**src/rtl/ov5640_init_seq.sv**
```systemverilog
// OV5640 init sequencer: walks the register ROM and issues one SCCB write per entry,
// with power-up wait, post-soft-reset delay and bounded NACK retries.
module ov5640_init_seq #(
    parameter int DATA_WIDTH     = 24,
    parameter int ADDR_WIDTH     = 8,
    parameter int TABLE_LEN      = 252,
    parameter int PWRUP_CYCLES   = 1_000_000,
    parameter int RST_DLY_CYCLES = 250_000,
    parameter int RST_IDX        = 1,
    parameter int MAX_RETRY      = 3
) (
    input  logic                  clk,
    input  logic                  reset_n,
    input  logic                  start,
    output logic [ADDR_WIDTH-1:0] rom_addr,
    input  logic [DATA_WIDTH-1:0] rom_q,
    output logic                  wr_req,
    output logic [15:0]           wr_addr,
    output logic [7:0]            wr_data,
    input  logic                  wr_done,
    input  logic                  wr_err,
    output logic [ADDR_WIDTH-1:0] cfg_index,
    output logic                  init_done,
    output logic                  init_err
);

    // One shared wait counter serves both the power-up and the soft-reset delay.
    localparam int CNT_MAX = (PWRUP_CYCLES > RST_DLY_CYCLES) ? PWRUP_CYCLES : RST_DLY_CYCLES;
    localparam int CNT_W   = (CNT_MAX > 1) ? $clog2(CNT_MAX) : 1;
    localparam int RTY_W   = (MAX_RETRY > 0) ? $clog2(MAX_RETRY + 1) : 1;

    localparam logic [CNT_W-1:0]      PWRUP_LAST = CNT_W'(PWRUP_CYCLES - 1);
    localparam logic [CNT_W-1:0]      DLY_LAST   = CNT_W'(RST_DLY_CYCLES - 1);
    localparam logic [RTY_W-1:0]      RTY_LAST   = RTY_W'(MAX_RETRY);
    localparam logic [ADDR_WIDTH-1:0] LAST_IDX   = ADDR_WIDTH'(TABLE_LEN - 1);
    localparam logic [ADDR_WIDTH-1:0] SRST_IDX   = ADDR_WIDTH'(RST_IDX);

    typedef enum logic [2:0] {
        S_PWRUP,
        S_FETCH,
        S_ROMWAIT,
        S_REQ,
        S_GAP,
        S_DELAY,
        S_DONE,
        S_ERROR
    } state_t;

    state_t                  r_state;
    logic [CNT_W-1:0]        r_cnt;
    logic [RTY_W-1:0]        r_retry;
    logic [ADDR_WIDTH-1:0]   r_cfg_index;
    logic                    r_wr_req;
    logic [15:0]             r_wr_addr;
    logic [7:0]              r_wr_data;
    logic                    r_init_done;
    logic                    r_init_err;

    logic [15:0]             w_rom_reg;
    logic [7:0]              w_rom_val;

    assign w_rom_reg = rom_q[23:8];
    assign w_rom_val = rom_q[7:0];

    always_ff @(posedge clk or negedge reset_n) begin
        if (!reset_n) begin
            r_state     <= S_PWRUP;
            r_cnt       <= '0;
            r_retry     <= '0;
            r_cfg_index <= '0;
            r_wr_req    <= 1'b0;
            r_wr_addr   <= '0;
            r_wr_data   <= '0;
            r_init_done <= 1'b0;
            r_init_err  <= 1'b0;
        end else begin
            case (r_state)
                S_PWRUP: begin
                    if (r_cnt == PWRUP_LAST) begin
                        r_cnt   <= '0;
                        r_state <= S_FETCH;
                    end else begin
                        r_cnt <= r_cnt + 1'b1;
                    end
                end
                S_FETCH: begin
                    r_state <= S_ROMWAIT;
                end
                S_ROMWAIT: begin
                    r_wr_addr <= w_rom_reg;
                    r_wr_data <= w_rom_val;
                    r_wr_req  <= 1'b1;
                    r_state   <= S_REQ;
                end
                S_REQ: begin
                    if (wr_done) begin
                        r_wr_req <= 1'b0;
                        if (wr_err) begin
                            if (r_retry == RTY_LAST) begin
                                r_init_err <= 1'b1;
                                r_state    <= S_ERROR;
                            end else begin
                                r_retry <= r_retry + 1'b1;
                                r_state <= S_GAP;
                            end
                        end else begin
                            r_retry <= '0;
                            // The soft-reset entry is checked first so a trailing reset still gets its delay.
                            if (r_cfg_index == SRST_IDX) begin
                                r_cnt   <= '0;
                                r_state <= S_DELAY;
                            end else if (r_cfg_index == LAST_IDX) begin
                                r_init_done <= 1'b1;
                                r_state     <= S_DONE;
                            end else begin
                                r_cfg_index <= r_cfg_index + 1'b1;
                                r_state     <= S_FETCH;
                            end
                        end
                    end
                end
                S_GAP: begin
                    r_wr_req <= 1'b1;
                    r_state  <= S_REQ;
                end
                S_DELAY: begin
                    if (r_cnt == DLY_LAST) begin
                        r_cnt <= '0;
                        if (r_cfg_index == LAST_IDX) begin
                            r_init_done <= 1'b1;
                            r_state     <= S_DONE;
                        end else begin
                            r_cfg_index <= r_cfg_index + 1'b1;
                            r_state     <= S_FETCH;
                        end
                    end else begin
                        r_cnt <= r_cnt + 1'b1;
                    end
                end
                S_DONE, S_ERROR: begin
                    if (start) begin
                        r_init_done <= 1'b0;
                        r_init_err  <= 1'b0;
                        r_cfg_index <= '0;
                        r_retry     <= '0;
                        r_state     <= S_FETCH;
                    end
                end
                default: begin
                    r_state <= S_PWRUP;
                end
            endcase
        end
    end

    assign rom_addr  = r_cfg_index;
    assign cfg_index = r_cfg_index;
    assign wr_req    = r_wr_req;
    assign wr_addr   = r_wr_addr;
    assign wr_data   = r_wr_data;
    assign init_done = r_init_done;
    assign init_err  = r_init_err;

endmodule

```
**config.mk**
```make
export PLATFORM = sky130hd
export DESIGN_NAME = ov5640_init_seq
export DESIGN_NICKNAME = d
export VERILOG_FILES = /design/src/rtl/ov5640_init_seq.sv
export SDC_FILE = /design/constraint.sdc
export NUM_CORES = 1
export LEC_CHECK = 0
export ABC_AREA = 1
export CELL_PAD_IN_SITES_DETAIL_PLACEMENT = 0
export CELL_PAD_IN_SITES_GLOBAL_PLACEMENT = 1
export CORE_MARGIN = 5
export CORE_UTILIZATION = 32
export CTS_CLUSTER_SIZE = 24
export DETAILED_ROUTE_END_ITERATION = 10
export GPL_TIMING_DRIVEN = 0
export HOLD_SLACK_MARGIN = 0.12
export PLACE_DENSITY_LB_ADDON = 0.3
export SETUP_SLACK_MARGIN = 0.5
export SYNTH_ARGS = -nofsm -noshare
export SYNTH_HDL_FRONTEND = slang
export SYNTH_SLANG_ARGS = --single-unit
```
**constraint.sdc**
```tcl
create_clock -name clk -period 2.1 [get_ports clk]
set_clock_uncertainty 0.05 [all_clocks]
set_input_delay 0.42 -clock clk [delete_from_list [all_inputs] [get_ports clk]]
set_output_delay 0.42 -clock clk [all_outputs]
set_load 0.005 [all_outputs]
```
==> impl_results.md <==
- Status: finished, final reports clean
- Register bit count reported by yosys: 60
- Routed Antenna Nets: 0
- FP Rows: 37
- PwrDens: 1360 nW/µm²
- Post-Syn Nets: 439
- GPL Wtd Cong: 0.807
- CP required: 2.29 ns
- Relative slew slack: 0.459
- YS warnings: 0
- N_diodes: 0
- Final wirelength: 9.79 mm
- Post-synth EDFFs: 0
- Tcrit/Tclk final: 0.810
- Worst-path clk slew: about 0.07 ns
- Post-layout util: 0.511
- Fin cells: 679
- Max Cap Viol: 0
- Final net count: 571
- Drt pass-1 iters: 4
- Placeable Area: 10300 µm²
- Cts hold-fix bufs: 0
- WS Path Type: reg2reg
- Seq pwr share: 0.271
- Kind of end point of the critical path: flop
- RSZ-0062 raised after global routing: yes
- Initial Util: 0.328
- Internal: 4.36 mW
- Slew @ Worst Pin: 0.812 ns
- Area post-placement: 4290 µm²
- Cell area after synthesis: 3390 µm²
- Vias in the first global route: 3391
- Final Hold Viols: 0
- IO Port Bufs: 71
- Die X: 113 µm
- Placed insts: 613
- Post-synth top area share: 0.443
- DRC violations left: 0
- DR iter-0 viols: between 60 and 70
- Largest net degree at the start of global routing: 61
- Max Root-Sink Buffers: 2
- Pins over their slew limit: 0
- DR vias: roughly 3300
- Clock Power Share: 0.146
- CTS root buf: clkbuf_8
- Gate Count Post-Synth: 406
- Layout cells sized above 1: 0.425
- NetSw: 2.81 mW
- VDD IR max: 0.000612 V
- CTS Buf Count: 9
- Switch share: 0.392
- Avg Synthesized Cell Area: 8.34 µm²
- H-tree lvl count: 3
- Final setup fails: 0
- Area leader, netlist: dfrtp_1
- Synth unique cells: 37
- # clock sinks: 60
- Commonest non-fill, non-tap cell in the layout: nand2_1
- Die Y-Extent: 113 µm
- CTS tree: built
- Ys flop type: dfrtp_1
- Clk_lat worst skew: 0.35 ns
- Total GRT Usage: 0.159
- Async S/R FF share, synth: 1.00
- Max Fanout on Critical Path: 10
- Most frequent cells in the layout: nand2_1 (64), dfrtp_1 (45), nor2_1 (41)
- Vias per cell: 4.80
- Syn-to-layout area delta: 55.9%
- Post-layout min period: 1.70 ns
- DP HPWL: ~6.3 mm
- CP startpoint kind: flop
- Setup_tns: 0 ns
- Finished Cell Area: about 5300 µm²
- Synth area leaders: dfrtp_1 (44%), nand2_1 (9.1%), mux2_2 (8.0%), nor2_1 (6.7%), inv_1 (4.3%)
- Register area share after synthesis: 0.443
- Grt total ovfl: 0
- Static Leak: around 2.4 nW
- Post-place setup slack: -0.00500 ns
- Combinational power share: 0.583
- WL per Instance: 14.4 µm
- Antenna violations before repair: 0
- I/O pin total: 72
- Die area: 12700 µm²
- WP data arrival: 1.89 ns
- Hold Path Class: in2async
- Setup ws final: 0.399 ns
- First-pass GRT wire length: 16.4 mm
- Highest Clock Rate: between 0.5 and 0.6 GHz
[what timing repair did]
item / 4_1_cts / 5_1_grt
hold endpoints to repair: 0 / 0
gates resized for setup: 149 / 59
setup buffers: 38 / 9
setup endpoints to repair: 97 / 66
gates cloned: 3 / 0
pin swaps: 27 / 18
[layer usage]
metal | routed length (µm) | up-vias | global-route usage | share of wire
li1 | - | 1586 | - | -
met1 | 4220 | 1613 | 0.192 | 0.43
met2 | 5220 | 47 | 0.282 | 0.53
met3 | 268 | 10 | 0.0332 | 0.027
met4 | 88 | 0 | 0.0489 | 0.0090
met5 | 0 | - | 0 | 0
[power by group through the flow]
stage	clock network [mW]	registers [mW]	logic [mW]
after floorplan	0	1.94	1.74
after global placement	0	1.96	2.90
after detailed placement	0	1.98	2.94
after CTS	1.08	1.93	3.91
after global routing	1.13	2.02	4.57
final	1.05	1.94	4.19
[Yosys cell counts (2+ instances only)]
master,count
a21oi_1,12
buf_2,2
buf_4,9
buf_6,2
dfrtp_1,60
ha_1,4
inv_1,39
inv_2,4
mux2_2,24
nand2_1,82
nand2_2,4
nand2_4,2
nand3_1,21
nand3_2,5
nand3b_1,2
nand4_1,10
nor2_1,60
nor2_2,2
nor3_1,13
o21ai_0,13
o21ai_1,4
o21ai_2,9
or2_2,5
xor2_1,5
[cell type report]
class                           count  area, µm²
Clock inverter                      6       65.1
Inverter                           43        166
Tap cell                          136        170
Sequential cell                    60       1520
Clock buffer                       10        128
Fill cell                         987       5040
Timing Repair Buffer              121       1110
Multi-Input combinational cell    288       1960
Buffer                             15        160
[through the flow]
stage	hold slack (ns)	total power [mW]
floorplan	0.0744	3.69
global route	0.185	7.72
global placement	0.438	4.86
finish	0.0965	7.17
detailed placement	0.442	4.92
CTS	0.139	6.92
[kinds of logic after synthesis]
group | Yosys count | share of synthesized area
and+or+nand+nor | 209 | 0.279
DFF | 60 | 0.443
adders and majority gates | 4 | 0.0148
muxes | 24 | 0.0798
AOI/OAI and AO/OA | 45 | 0.0843
buffers and inverters | 58 | 0.0828
xor gates and xnor gates | 6 | 0.0155
[flip-flops by register name, summed over array words and instances, names as in the netlist]
signal and flops:
cfg_index 8, init_done 1, init_err 1, r_cnt 20, r_retry 2, r_state 3
wr_addr 16, wr_data 8, wr_req 1
[path summary, 6_finish.rpt]
path	cells past startpoint	slack, ns	to	startpoint
max in group asynchronous	1	1.30	r_cnt[12]$_DFFE_PN0P_	reset_n
max	10	0.40	cfg_index[6]$_DFFE_PN0P_	cfg_index[1]$_DFFE_PN0P_
min reg2reg	1	0.45	wr_addr[6]$_DFFE_PN0N_	wr_addr[6]$_DFFE_PN0N_
min in group clk	1	0.45	wr_addr[6]$_DFFE_PN0N_	wr_addr[6]$_DFFE_PN0N_
max reg2reg	10	0.40	cfg_index[6]$_DFFE_PN0P_	cfg_index[1]$_DFFE_PN0P_
min	1	0.1	r_cnt[9]$_DFFE_PN0P_	reset_n
[critical path: stages, from the launching register on]
cell and delay [ns]:
dfrtp_1 0.41, buf_4 0.15, ha_2 0.20, and3_4 0.19, nand2_2 0.06, o21ai_2 0.05
nor2_1 0.11, nand2_2 0.11, buf_8 0.17, nand2_2 0.06, o21ai_2 0.05
No activity file was read; power rests on OpenSTA's default activity.
